### src/rtl/rename_unit.sv
// Register-rename stage: a 32-entry RAT plus a circular free list of physical tags, with a registered output toward the issue queue.
// Optional build macro RN_FL_BYPASS_EN lets a tag being freed go straight out as the new destination when the free list is empty.
module rename_unit #(
    parameter int NUM_PREGS = 64,
    localparam int PW = $clog2(NUM_PREGS)
) (
    input  logic          clk,
    input  logic          rst,
    input  logic          id2rn_valid,
    output logic          rn2id_ready,
    input  logic [4:0]    id2rn_rd,
    input  logic [4:0]    id2rn_rs1,
    input  logic [4:0]    id2rn_rs2,
    input  logic          id2rn_reg_write,
    input  logic [31:0]   id2rn_pc,
    output logic          rn2iq_valid,
    input  logic          iq2rn_ready,
    output logic [PW-1:0] rn2iq_prd,
    output logic [PW-1:0] rn2iq_prs1,
    output logic [PW-1:0] rn2iq_prs2,
    output logic [PW-1:0] rn2iq_old_prd,
    output logic [31:0]   rn2iq_pc,
    input  logic          rob2rn_free_valid,
    input  logic [PW-1:0] rob2rn_free_preg,
    output logic [PW:0]   rn_free_count
);
    localparam int FL  = NUM_PREGS - 32;
    localparam int FLW = (FL > 1) ? $clog2(FL) : 1;

    logic [PW-1:0]  rat_q [32];
    logic [PW-1:0]  fl_q [FL];
    logic [FLW-1:0] head_q, head_d, tail_q, tail_d;
    logic [PW:0]    count_q, count_d;

    logic           valid_q;
    logic [PW-1:0]  prd_q, prs1_q, prs2_q, old_prd_q;
    logic [31:0]    pc_q;

    logic           alloc, free_req, fl_empty, fl_full, slot_free, bypass;
    logic           accept, do_pop, do_bypass, do_push;
    logic [PW-1:0]  new_prd;
    logic [31:0]    rat_we;
    logic [FL-1:0]  fl_we;

    function automatic logic [FLW-1:0] wrap_inc(input logic [FLW-1:0] p);
        return (p == FLW'(FL - 1)) ? '0 : p + 1'b1;
    endfunction

    always_comb begin
        alloc     = id2rn_reg_write && (id2rn_rd != 5'd0);
        free_req  = rob2rn_free_valid && (rob2rn_free_preg != '0);
        fl_empty  = (count_q == '0);
        fl_full   = (count_q == (PW+1)'(FL));
        slot_free = !valid_q || iq2rn_ready;
    end

`ifdef RN_FL_BYPASS_EN
    assign bypass = fl_empty && alloc && free_req;
`else
    assign bypass = 1'b0;
`endif

    always_comb begin
        rn2id_ready = slot_free && (!alloc || !fl_empty || bypass);
        accept      = id2rn_valid && rn2id_ready;
        do_pop      = accept && alloc && !bypass;
        do_bypass   = accept && bypass;
        // A bypassed tag never enters the list; a push into a full list is dropped.
        do_push     = free_req && !do_bypass && !fl_full;
        new_prd     = bypass ? rob2rn_free_preg : fl_q[head_q];
        head_d      = do_pop  ? wrap_inc(head_q) : head_q;
        tail_d      = do_push ? wrap_inc(tail_q) : tail_q;
        count_d     = count_q + (PW+1)'(do_push) - (PW+1)'(do_pop);
    end

    genvar gi;
    generate
        for (gi = 0; gi < 32; gi++) begin : g_rat_we
            if (gi == 0) begin : g_zero
                assign rat_we[gi] = 1'b0;
            end else begin : g_map
                assign rat_we[gi] = accept && alloc && (id2rn_rd == 5'(gi));
            end
        end
        for (gi = 0; gi < FL; gi++) begin : g_fl_we
            assign fl_we[gi] = do_push && (tail_q == FLW'(gi));
        end
    endgenerate

    always_ff @(posedge clk or posedge rst) begin
        if (rst) begin
            for (int i = 0; i < 32; i++) rat_q[i] <= PW'(i);
            for (int j = 0; j < FL; j++) fl_q[j] <= PW'(32 + j);
            head_q    <= '0;
            tail_q    <= '0;
            count_q   <= (PW+1)'(FL);
            valid_q   <= 1'b0;
            prd_q     <= '0;
            prs1_q    <= '0;
            prs2_q    <= '0;
            old_prd_q <= '0;
            pc_q      <= '0;
        end else begin
            for (int i = 0; i < 32; i++) begin
                if (rat_we[i]) rat_q[i] <= new_prd;
            end
            for (int j = 0; j < FL; j++) begin
                if (fl_we[j]) fl_q[j] <= rob2rn_free_preg;
            end
            head_q  <= head_d;
            tail_q  <= tail_d;
            count_q <= count_d;
            // Sources read the mapping before this cycle's RAT write.
            if (accept) begin
                valid_q   <= 1'b1;
                prs1_q    <= rat_q[id2rn_rs1];
                prs2_q    <= rat_q[id2rn_rs2];
                prd_q     <= alloc ? new_prd : '0;
                old_prd_q <= alloc ? rat_q[id2rn_rd] : '0;
                pc_q      <= id2rn_pc;
            end else if (iq2rn_ready) begin
                valid_q <= 1'b0;
            end
        end
    end

    assign rn2iq_valid   = valid_q;
    assign rn2iq_prd     = prd_q;
    assign rn2iq_prs1    = prs1_q;
    assign rn2iq_prs2    = prs2_q;
    assign rn2iq_old_prd = old_prd_q;
    assign rn2iq_pc      = pc_q;
    assign rn_free_count = count_q;
endmodule

### config.mk
export PLATFORM = sky130hd
export DESIGN_NAME = rename_unit
export DESIGN_NICKNAME = d
export VERILOG_FILES = /design/src/rtl/rename_unit.sv
export SDC_FILE = /design/constraint.sdc
export NUM_CORES = 1
export LEC_CHECK = 0
export CORE_MARGIN = 4
export CORE_UTILIZATION = 35
export DETAILED_ROUTE_END_ITERATION = 8
export PLACE_DENSITY = 0.5
export SYNTH_ARGS = -nofsm -noshare
export SYNTH_HDL_FRONTEND = slang
export SYNTH_SLANG_ARGS = --single-unit
### constraint.sdc
create_clock -name clk -period 44.9 [get_ports clk]
set_input_delay 11.225 -clock clk [delete_from_list [all_inputs] [get_ports clk]]
set_output_delay 11.225 -clock clk [all_outputs]
set_load 0.01 [all_outputs]
After elaboration in Yosys (flattened, before gate mapping)
Cells that the tools add are included.
W data, S select, Z words.
{"block": "op_classes", "order_cmp": 4, "mux": 18, "mul": 0, "shift": 0, "eq_ne": 64, "n_div": 0, "n_bitwise": 4, "addsub": 4, "reduce_logical": 80}
{"cell": "$eq A5 B5 Y1 const B", "count": 33}
{"cell": "$bmux W6 S5", "count": 4}
{"cell": "$eq A5 B4 Y1 const B", "count": 16}
{"cell": "$logic_and A1 B1 Y1", "count": 69}
{"cell": "$mux W6", "count": 10}
{"cell": "$eq A5 B3 Y1 const B", "count": 8}
{"cell": "$ge A6 B6 Y1 const B", "count": 4}
{"cell": "$not A5 Y6", "count": 4}
{"cell": "$eq A5 B2 Y1 const B", "count": 4}
{"cell": "$add A5 B1 Y5 const B", "count": 2}
{"cell": "$eq A5 B1 Y1 const B", "count": 2}
{"cell": "$mux W5", "count": 2}
{"cell": "$add A7 B1 Y7", "count": 1}
{"cell": "$eq A7 B6 Y1 const B", "count": 1}
{"cell": "$logic_not A7 Y1", "count": 1}
{"cell": "$sub A7 B1 Y7", "count": 1}
{"cell": "$reduce_bool A6 Y1", "count": 1}
{"cell": "$logic_not A5 Y1", "count": 1}
{"cell": "$reduce_bool A5 Y1", "count": 1}
{"cell": "$logic_not A1 Y1", "count": 4}
{"cell": "$logic_or A1 B1 Y1", "count": 2}
{"cell": "$mux W1", "count": 2}
{"cell": "$reduce_bool A2 Y1", "count": 1}
{"block": "word_totals", "output_inout_bits": 65, "reg_bits": 452, "ram_bits": 0, "input_bits": 59, "mem_bits_ro": 0, "latch_bits": 0, "n_memories": 0, "wordCells": 246}

Logic depth before layout (Yosys ltp)
Gate-level depths: netlist (run 1).
{"block": "logic_depth", "ltp_word": 8, "mapped_depth": 20, "mapped_depth_nobuf": 17}

Worst setup path after synthesis (run 1)
Ideal clock, no wire load.
{"block": "synth_timing", "kind": "input-to-output", "startpoint": "input port id2rn_rd[0]", "endpoint": "output port rn2id_ready", "required_ns": 33.675, "path_stages": 5, "path_buffers": 1, "setup_slack_ns": 21.488, "arrival_time_ns": 12.187, "path_cell_list": "buf_4 -> or3_4 -> o21ai_2 -> or2_2 -> and2_1"}
{"block": "synth_between", "elab_chain_len": 5}
{"element": "start: declaration", "line": "11", "rtl": "input logic [4:0] id2rn_rd,"}
{"element": "$reduce_bool A5 Y1", "line": "50", "rtl": "alloc = id2rn_reg_write && (id2rn_rd != 5'd0);"}
{"element": "$logic_and A1 B1 Y1", "line": "50"}
{"element": "$logic_not A1 Y1", "line": "64", "rtl": "rn2id_ready = slot_free && (!alloc || !fl_empty || bypass);"}
{"element": "$logic_or A1 B1 Y1", "line": "64"}
{"element": "$logic_and A1 B1 Y1", "line": "64"}
{"element": "end: declaration", "line": "10", "rtl": "output logic rn2id_ready,"}
Every way passes these cells.

Worst setup path in the final report (run 1)
{"block": "layout_timing", "startpoint": "input port id2rn_rd[2]", "endpoint": "output port rn2id_ready"}
The elaborated chain is that of the path after synthesis.

==> results.yml, run 1 <==
grt:
  grt_pass1_vias: 16133
  overflow: 0
  grt_pass1_wl_mm: 108
  antenna_found_initial: 2
  grt_max_degree: 157
  track_usage: 0.191
clocking:
  numCtsBuffers: 51
  cts.hold.buffers_added: 0
  htree_num_levels: 2
  ctsResizeCount: 0
  cts_tree: "yes"
  clk-insertion-delay-late_ns: 0.62
  clockBufferDepth: 3
  post_cts_buffers: 0
  cts.sinks: 452
  path_clk_slew_ns: 0.05
  clk_root_buffer_cell: "clkbuf_16"
cells_and_area:
  fin_area_um2: 28100
  syn_to_final_growth_pct: 14.7
  drive_gt1_frac: 0.522
  final_nets: 1872
  fin_util: 0.407
yosys:
  synth_top_area_frac: 0.264
  ys_seq_elements: 452
  syn_nets: 1794
  yosysUniqueCellTypes: 68
  synth_ff_type: "dfrtp_1"
  synth_edf_count: 0
  syn_area_um2: 24500
  ys_top_cells_by_area: "dfrtp_1 26%, dfstp_2 21%, mux2_2 19%"
  avgSynthCellArea_um2: 14.3
  ys_warn_count: 0
  synth_seq_area_share: 0.471
  synth_top_area_cell: "dfrtp_1"
  postSynthCellCount: 1716
  ys_async_sr_fraction: 1.00
placed_design:
  hpwl_mm: 46.8
  gp_congestion: 0.852
  pre_cts_slack_ns: 20.12
  io_buffers: 123
  place_area_um2: 26500
timing:
  tightest_slew_ns: 1.06
  finalCritPeriodShare: 0.552
  worst_clock_skew_ns: 0.0295
  slew_headroom: 0.287
  max_freq_mhz: 40.4
  rsz0062_at_grt: "no"
  fin_setup_tns_ns: 0
  maxSlewViolCount: 0
  finalSetupViolCount: 0
  hold_viol_final: 0
  period_minus_slack_ns: 24.78
  worst_slack_ns: 20.12
pwr:
  peakVddDrop_uv: 32.5
  p_sw_mw: 0.553
  internal_power_mw: 1.09
  sw_frac_of_total: 0.336
  p_comb_frac: 0.335
  p_leak_nw: 11.5
  seqPwrFrac: 0.418
  power_per_cell_area_nw_per_um2: 58.4
  clockPowerShare: 0.247
floorplanning:
  start_util: 0.355
  chipWidth_um: 273
  die_area_um2: 74400
  ioPinCount: 124
  die_y_um: 273
  rows: 96
  core-area_um2: 69100
drt:
  routed_wl_mm: 71.2
  ant_nets: 0
  drt_pass1_iterations: 5
  wl_per_cell_um: 25.7
  drt_first_iter_violations: 1160
  drc: 0
  num_vias: 15412
  avgViaCountPerCell: 5.56
critical_path:
  crit_required_ns: 33.68
  crit_buf_inv: 3
  cp_max_fo: 22
  max_stage_delay_ns: 0.49
  startpoint_type: "primary input"
  cp.arrival_ns: 13.55
  r2r_setup_slack_ns: 40.64
  criticalPathCategory: "primary input to output port"
  r2r_start: "rn_free_count[5]$_DFF_PP1_"
  reg2regPathDepth: 16
  r2r-end: "rn_free_count[6]$_DFF_PP0_"
  cp-end-kind: "output port"
  cpMaxStageDelayCell: "clkdlybuf4s50_1"
  critPathTopFamily: "buffers and inverters"
  cp_cell_sequence: "clkdlybuf4s50_1 -> buf_4 -> or2_2 -> o21ai_2 -> or2_2 -> and2_1 -> clkdlybuf4s50_1"
run_status:
  status: "completed"
min_path:
  worstHoldStart: "rn2iq_prs1[2]$_DFFE_PP0P_"
  hold_class: "flop to flop"
  min_delay_worst_endpoint: "rn2iq_prs1[2]$_DFFE_PP0P_"
  holdPathStages: 2
job:
  drv_cap: 0
==> stage by stage <==
stage,hold WS [ns],total power [mW],instances
2_1_floorplan,0.474,1.07,1716
3_3_place_gp,0.463,1.23,2672
3_5_place_dp,0.469,1.25,2672
4_1_cts,0.482,1.66,2768
5_1_grt,0.517,1.74,2769
6_report,0.476,1.64,2770
==> cells by family after synthesis <==
family | Yosys count | share of synthesized area
adder cells (fa/ha/maj) | 19 | 0.0100
XOR/XNOR | 6 | 0.00214
flip-flops | 452 | 0.471
AO/OA/AOI/OAI | 188 | 0.0530
AND/OR/NAND/NOR | 246 | 0.0649
multiplexers | 650 | 0.365
buffers and inverters | 155 | 0.0342
==> synthesized netlist by cell type (10+ instances only) <==
cell type,count
a21oi_1,46
dfstp_2,193
nand3_1,17
a22oi_1,17
buf_2,36
nand2_1,63
mux2_2,420
mux4_2,148
nor2b_1,21
inv_1,18
nor2_1,33
mux2_4,12
nand2b_1,16
buf_6,22
a211oi_1,15
nor3_4,28
nor3_1,18
o22ai_1,13
ha_1,18
mux2i_1,70
o21ai_0,32
a22o_1,14
o221ai_1,10
clkbuf_1,59
dfrtp_1,259
nor4_1,10
==> registers in the layout, indices dropped and copies added (netlist names) <==
| signal | flops |
|---|---|
| rn2iq_prs1 | 6 |
| tail_q | 5 |
| fl_q | 192 |
| rn2iq_old_prd | 6 |
| rn_free_count | 7 |
| head_q | 5 |
| rn2iq_prd | 6 |
| rn2iq_valid | 1 |
| rn2iq_pc | 32 |
| rn2iq_prs2 | 6 |
| rat_q | 186 |
==> worst max-delay path by stage <==
stage / startpoint / cells after the start / slack, ns / endpoint
2_1_floorplan: rst / 1 / 21.40 / fl_q[100]$_DFFE_PP0P_
3_3_place_gp: id2rn_rd[4] / 7 / 20.14 / rn2id_ready
3_5_place_dp: id2rn_rd[2] / 7 / 20.12 / rn2id_ready
4_1_cts: id2rn_rd[2] / 7 / 20.11 / rn2id_ready
5_1_grt: id2rn_rd[2] / 7 / 20.06 / rn2id_ready
6_report: id2rn_rd[2] / 7 / 20.12 / rn2id_ready
==> tightest hold or removal path, cell delays in order, from the launching register on <==
cell and delay (ns):
dfrtp_1 0.33, nand2_1 0.05, o21ai_0 0.06
==> layout by cell type, fill, tap and decap left out, types with 28 or more instances in the layout <==
master and count:
mux2_2 420, clkbuf_16 51, nor2_1 33, mux4_2 148
dfstp_2 193, mux2i_1 70, o21ai_0 32, dfrtp_1 258
nand2_1 63, buf_4 41, clkdlybuf4s50_1 115, a21oi_1 45
nor3_4 28
==> layer usage <==
layer / part of all wire / GRT usage
met1: 0.46 / 0.281
met2: 0.46 / 0.297
met3: 0.050 / 0.0284
met4: 0.025 / 0.0501
met5: 0 / 0
==> layout make-up <==
cell class / instances / area (µm²)
Clock inverter: 12 / 100
Inverter: 18 / 75.1
Timing Repair Buffer: 162 / 1500
Sequential cell: 452 / 11600
Tap cell: 931 / 1160
Antenna cell: 2 / 5.00
Multi-Input combinational cell: 1109 / 12200
Clock buffer: 84 / 1520
Fill cell: 6401 / 40900
==> power groups by stage <==
stage	Combinational [mW]	Sequential, mW	Clock (mW)
after floorplan	0.410	0.658	0
after global placement	0.547	0.684	0
after detailed placement	0.554	0.692	0
after CTS	0.556	0.685	0.419
after global routing	0.594	0.706	0.437
final	0.551	0.686	0.406
Note: power is estimated with default switching activity, not from simulation.
==> run 2: changes to the inputs <==
--- a/config.mk
+++ b/config.mk
@@ -8,7 +8,7 @@
 export CORE_MARGIN = 4
 export CORE_UTILIZATION = 35
 export DETAILED_ROUTE_END_ITERATION = 8
-export PLACE_DENSITY = 0.5
+export PLACE_DENSITY = 0.52
 export SYNTH_ARGS = -nofsm -noshare
 export SYNTH_HDL_FRONTEND = slang
 export SYNTH_SLANG_ARGS = --single-unit
==> constraint.sdc (replaced) <==
create_clock -name clk -period 20.1 [get_ports clk]
set_input_delay 5.025 -clock clk [delete_from_list [all_inputs] [get_ports clk]]
set_output_delay 5.025 -clock clk [all_outputs]
set_load 0.01 [all_outputs]
==> run 2 against run 1 <==
  * Flip-flop and latch count stayed put
  * Register-to-register slack got worse by 25 ns
  * First-iteration DRC count rose by 11%
  * Global-route usage down 0.34 points
  * Cell area up 1.0%
  * Critical path type unchanged
==> results.yml, run 2 (same netlist as run 1, synthesis figures left out) <==
run_status:
  status: "completed"
grt:
  grt_max_degree: 194
  grt_pass1_vias: 16260
  grt_pass1_wl_mm: 107
  overflow: 0
  track_usage: 0.188
  antenna_found_initial: 3
critical_path:
  cpMaxStageDelayCell: "clkdlybuf4s50_1"
  startpoint_type: "primary input"
  crit_required_ns: 15.07
  critPathTopFamily: "buffers and inverters"
  cp.arrival_ns: 7.81
  cp_max_fo: 21
  crit_buf_inv: 2
  criticalPathCategory: "primary input to output port"
  cp_cell_sequence: "clkdlybuf4s50_1 -> or2_2 -> o21ai_2 -> or2_2 -> and2_1 -> clkdlybuf4s50_1"
  max_stage_delay_ns: 0.91
  cp-end-kind: "output port"
cells_and_area:
  fin_area_um2: 28400
  syn_to_final_growth_pct: 15.9
  final_nets: 1874
  max_flop_register: "fl_q"
  largest_reg_flops: 192
  final_cell_mix: "420 x mux2_2, 258 x dfrtp_1, 193 x dfstp_2, 148 x mux4_2, 115 x clkdlybuf4s50_1"
  drive_gt1_frac: 0.529
  n_fill_cell: 6370
  layout_commonest_cell: "mux2_2"
placed_design:
  gp_congestion: 0.798
  io_buffers: 123
  hpwl_mm: 45.6
  place_area_um2: 26500
clocking:
  numCtsBuffers: 53
  clk_root_buffer_cell: "clkbuf_16"
  clockBufferDepth: 3
  cts.sinks: 452
  ctsResizeCount: 0
  htree_num_levels: 2
  cts_tree: "yes"
  clk-insertion-delay-late_ns: 0.65
  post_cts_buffers: 0
  cts.hold.buffers_added: 0
  path_clk_slew_ns: 0.06
timing:
  period_minus_slack_ns: 12.83
  max_freq_mhz: 77.9
  hold_viol_final: 0
  finalSetupViolCount: 0
  fin_setup_tns_ns: 0
  slew_headroom: 0.251
  maxSlewViolCount: 0
  rsz0062_at_grt: "no"
  worst_clock_skew_ns: 0.0742
  finalCritPeriodShare: 0.638
  tightest_slew_ns: 1.12
drt:
  drt_first_iter_violations: 1293
  drt_pass1_iterations: 7
  wl_per_cell_um: 25.2
  routed_wl_mm: 69.9
  ant_nets: 0
  avgViaCountPerCell: 5.56
  drc: 0
  num_vias: 15422
floorplanning:
  chipWidth_um: 273
  rows: 96
  start_util: 0.355
  die_area_um2: 74400
  core-area_um2: 69100
  die_y_um: 273
  ioPinCount: 124
job:
  drv_cap: 0
min_path:
  hold_class: "flop to flop"
pwr:
  p_leak_nw: 11.7
  power_per_cell_area_nw_per_um2: 134
  peakVddDrop_uv: 102
-- run 2: cell count changes in the layout (fill, tap and decap cells not counted), sizes merged --
cell / delta
bufinv: +7
clkbuf: -7
clkinv: +2
diode: -1
inv: +2
-- run 2: metrics by stage --
step | setup slack, ns | instances | hold WS, ns | utilization | total power, mW
2_1_floorplan | 2.80 | 1716 | 0.474 | - | 2.39
3_3_place_gp | 7.35 | 2672 | 0.464 | 0.384 | 2.74
3_5_place_dp | 7.31 | 2672 | 0.469 | 0.384 | 2.78
4_1_cts | 7.30 | 2772 | 0.482 | 0.412 | 3.85
5_1_grt | 7.18 | 2772 | 0.519 | 0.412 | 4.01
6_report | 7.27 | 2773 | 0.476 | 0.412 | 3.81
-- run 2: path summary, 6_finish.rpt --
path	start	end	slack, ns	depth (start not counted)
setup / recovery	id2rn_rd[3]	rn2id_ready	7.27	6
hold / removal	rn2iq_prs2[4]$_DFFE_PP0P_	rn2iq_prs2[4]$_DFFE_PP0P_	0.48	2
setup reg to reg	rn_free_count[5]$_DFF_PP1_	rn_free_count[6]$_DFF_PP0_	16.07	16
hold reg to reg	rn2iq_prs2[4]$_DFFE_PP0P_	rn2iq_prs2[4]$_DFFE_PP0P_	0.48	2
max in group asynchronous	rst	rat_q[89]$_DFFE_PP0P_	12.64	4
min in group asynchronous	rst	rat_q[122]$_DFFE_PP0P_	4.95	2
-- run 2: area by class of cell --
type                            count  area [µm²]  area share
Sequential cell                   452       11600       0.407
Inverter                           18        75.1     0.00264
Multi-Input combinational cell   1109       12200       0.429
Clock buffer                       77        1570      0.0551
Tap cell                          931        1160      0.0410
Clock inverter                     23         365      0.0129
Timing Repair Buffer              162        1500      0.0529
Antenna cell                        1        2.50   0.0000880
-- run 2: worst reg2reg max path, cell delays in order, from the launching register on --
cell and delay [ns]:
dfstp_2 0.57, inv_1 0.07, ha_1 0.20, nand2_1 0.31, or3b_4 0.43, inv_1 0.47
ha_1 0.35, inv_1 0.05, ha_1 0.16, inv_1 0.07, fa_1 0.42, nand2b_1 0.16
a21oi_1 0.18, o21ai_0 0.10, a21oi_1 0.17, nor2_1 0.07, xnor2_1 0.12
-- run 2: routing by layer --
layer / track usage / part of all wire / vias to the layer above
li1: - / - / 6717
met1: 0.267 / 0.46 / 8237
met2: 0.293 / 0.46 / 350
met3: 0.0288 / 0.045 / 114
met4: 0.0686 / 0.038 / 4
met5: 0 / 0.00047 / -
-- run 2: where the power goes --
part / internal [mW] / switching [mW]
clock: 0.635 / 0.412
sequential: 1.31 / 0.230
combinational: 0.614 / 0.613
==> run 3: changes to the inputs <==
--- a/config.mk
+++ b/config.mk
@@ -8,7 +8,7 @@
 export CORE_MARGIN = 4
 export CORE_UTILIZATION = 35
 export DETAILED_ROUTE_END_ITERATION = 8
-export PLACE_DENSITY = 0.52
+export PLACE_DENSITY = 0.5
 export SYNTH_ARGS = -nofsm -noshare
 export SYNTH_HDL_FRONTEND = slang
 export SYNTH_SLANG_ARGS = --single-unit
==> constraint.sdc (replaced) <==
create_clock -name clk -period 12.81 [get_ports clk]
set_input_delay 3.2025 -clock clk [delete_from_list [all_inputs] [get_ports clk]]
set_output_delay 3.2025 -clock clk [all_outputs]
set_load 0.01 [all_outputs]
==> run 3 against run 2 <==
  * Critical path depth is the same
  * Register-to-register slack lost 7.6 ns
  * Cell area shrank 0.49%
  * Largest cell class unchanged
  * Combinational power grew 57%
  * Hold slack gained 0.0031 ns
==> results.yml, run 3 (same netlist as run 1, synthesis figures left out) <==
timing:
  maxSlewViolCount: 0
  tightest_slew_ns: 1.10
  fin_setup_tns_ns: 0
  finalSetupViolCount: 0
  max_freq_mhz: 110
  worst_clock_skew_ns: 0.0171
  rsz0062_at_grt: "no"
  period_minus_slack_ns: 9.09
  finalCritPeriodShare: 0.709
  hold_viol_final: 0
  slew_headroom: 0.262
critical_path:
  crit_required_ns: 9.61
  cp.arrival_ns: 5.88
  max_stage_delay_ns: 0.92
  r2r_setup_slack_ns: 8.43
  crit_top_cell: "clkdlybuf4s50_1"
  cpMaxStageDelayCell: "clkdlybuf4s50_1"
  cp_max_fo: 23
  cp_cell_sequence: "clkdlybuf4s50_1 -> or3_4 -> o21ai_2 -> or2_2 -> and2_1 -> clkdlybuf4s50_1"
  startpoint_type: "primary input"
  criticalPathCategory: "primary input to output port"
  cp-end-kind: "output port"
cells_and_area:
  final_cell_mix: "420 x mux2_2, 258 x dfrtp_1, 193 x dfstp_2, 148 x mux4_2, 115 x clkdlybuf4s50_1"
  drive_gt1_frac: 0.528
  fin_area_um2: 28300
  syn_to_final_growth_pct: 15.3
  max_flop_register: "fl_q"
  fin_util: 0.410
  multi_input_area_um2: 12200
  final_nets: 1875
  n_fill_cell: 6358
  largest_reg_flops: 192
  seqCellArea_um2: 11600
  layout_commonest_cell: "mux2_2"
  final_cells: 2778
floorplanning:
  chipWidth_um: 273
  core-area_um2: 69100
  ioPinCount: 124
  die_area_um2: 74400
  die_y_um: 273
  rows: 96
  start_util: 0.355
grt:
  antenna_found_initial: 4
  track_usage: 0.191
  grt_pass1_wl_mm: 108
  grt_max_degree: 81
  grt_pass1_vias: 16276
  overflow: 0
clocking:
  clk_root_buffer_cell: "clkbuf_16"
  numCtsBuffers: 54
  clk-insertion-delay-late_ns: 0.61
  post_cts_buffers: 0
  cts.sinks: 452
  cts_tree: "yes"
  htree_num_levels: 2
  path_clk_slew_ns: 0.06
  cts.hold.buffers_added: 0
  ctsResizeCount: 0
  clockBufferDepth: 3
min_path:
  hold_class: "flop to flop"
pwr:
  power.total_mw: 5.87
  p_leak_nw: 11.6
  peakVddDrop_uv: 147
  power_per_cell_area_nw_per_um2: 208
placed_design:
  place_inst: 2672
  place_area_um2: 26500
  hpwl_mm: 47.0
  io_buffers: 123
  gp_congestion: 0.827
drt:
  drc: 0
  ant_nets: 0
  routed_wl_mm: 71.5
  drt_first_iter_violations: 1160
  num_vias: 15567
  avgViaCountPerCell: 5.60
  wl_per_cell_um: 25.7
  drt_pass1_iterations: 5
job:
  drv_cap: 0
run_status:
  status: "completed"
-- run 3: cell types whose count changed in the layout (fill, tap and decap cells not counted), moves of 2 or more --
cell / change
bufinv_16: -5
clkinv_8: +2
clkbuf_1: +4
clkbuf_8: -3
nor4_1: -3
clkbuf_16: +2
clkinv_2: +6
nor4_2: +3
clkinv_16: -2
diode_2: +4
-- run 3: through the flow --
step,setup slack (ns),hold slack [ns]
floorplan,3.65,0.474
global placement,3.75,0.464
detailed placement,3.76,0.477
CTS,3.75,0.490
global route,3.67,0.502
finish,3.72,0.479
-- run 3: power breakdown --
| part | total, mW | switching (mW) | internal [mW] |
|---|---|---|---|
| combinational | 1.93 | 0.971 | 0.961 |
| clock | 1.53 | 0.629 | 0.898 |
| sequential | 2.41 | 0.363 | 2.05 |
| total | 5.87 | 1.96 | 3.91 |
-- run 3: layout make-up --
class / instances / area share
Multi-Input combinational cell: 1109 / 0.432
Sequential cell: 452 / 0.409
Clock buffer: 80 / 0.0562
Timing Repair Buffer: 162 / 0.0527
Tap cell: 931 / 0.0412
Clock inverter: 21 / 0.00641
Inverter: 18 / 0.00252
Antenna cell: 5 / 0.000442
-- run 3: per-layer routing --
layer  vias to the layer above  routed length, µm  global-route usage  part of all wire
li1                       6710                  -                   -                 -
met1                      8328              32300               0.275              0.45
met2                       437              33600               0.300              0.47
met3                        92               3990              0.0334             0.056
met4                         0               1540              0.0497             0.021
met5                         -                  0                   0                 0
-- run 3: final timing paths --
path / end / depth (start not counted) / startpoint
worst min-delay path: rn2iq_prs1[3]$_DFFE_PP0P_ / 2 / rn2iq_prs1[3]$_DFFE_PP0P_
worst min register to register: rn2iq_prs1[3]$_DFFE_PP0P_ / 2 / rn2iq_prs1[3]$_DFFE_PP0P_
min in group asynchronous: fl_q[80]$_DFFE_PP0P_ / 2 / rst
worst max register to register: rn_free_count[6]$_DFF_PP0_ / 17 / rn_free_count[3]$_DFF_PP0_
worst max-delay path: rn2id_ready / 6 / id2rn_rd[4]
max in group asynchronous: rat_q[90]$_DFFE_PP0P_ / 4 / rst
-- run 3: worst max-delay path: cells and delay by family --
| kind | cells | cell delay [ns] |
|---|---|---|
| buffers and inverters | 2 | 1.45 |
| and+or+nand+nor | 3 | 1.00 |
| AOI/OAI and AO/OA | 1 | 0.22 |
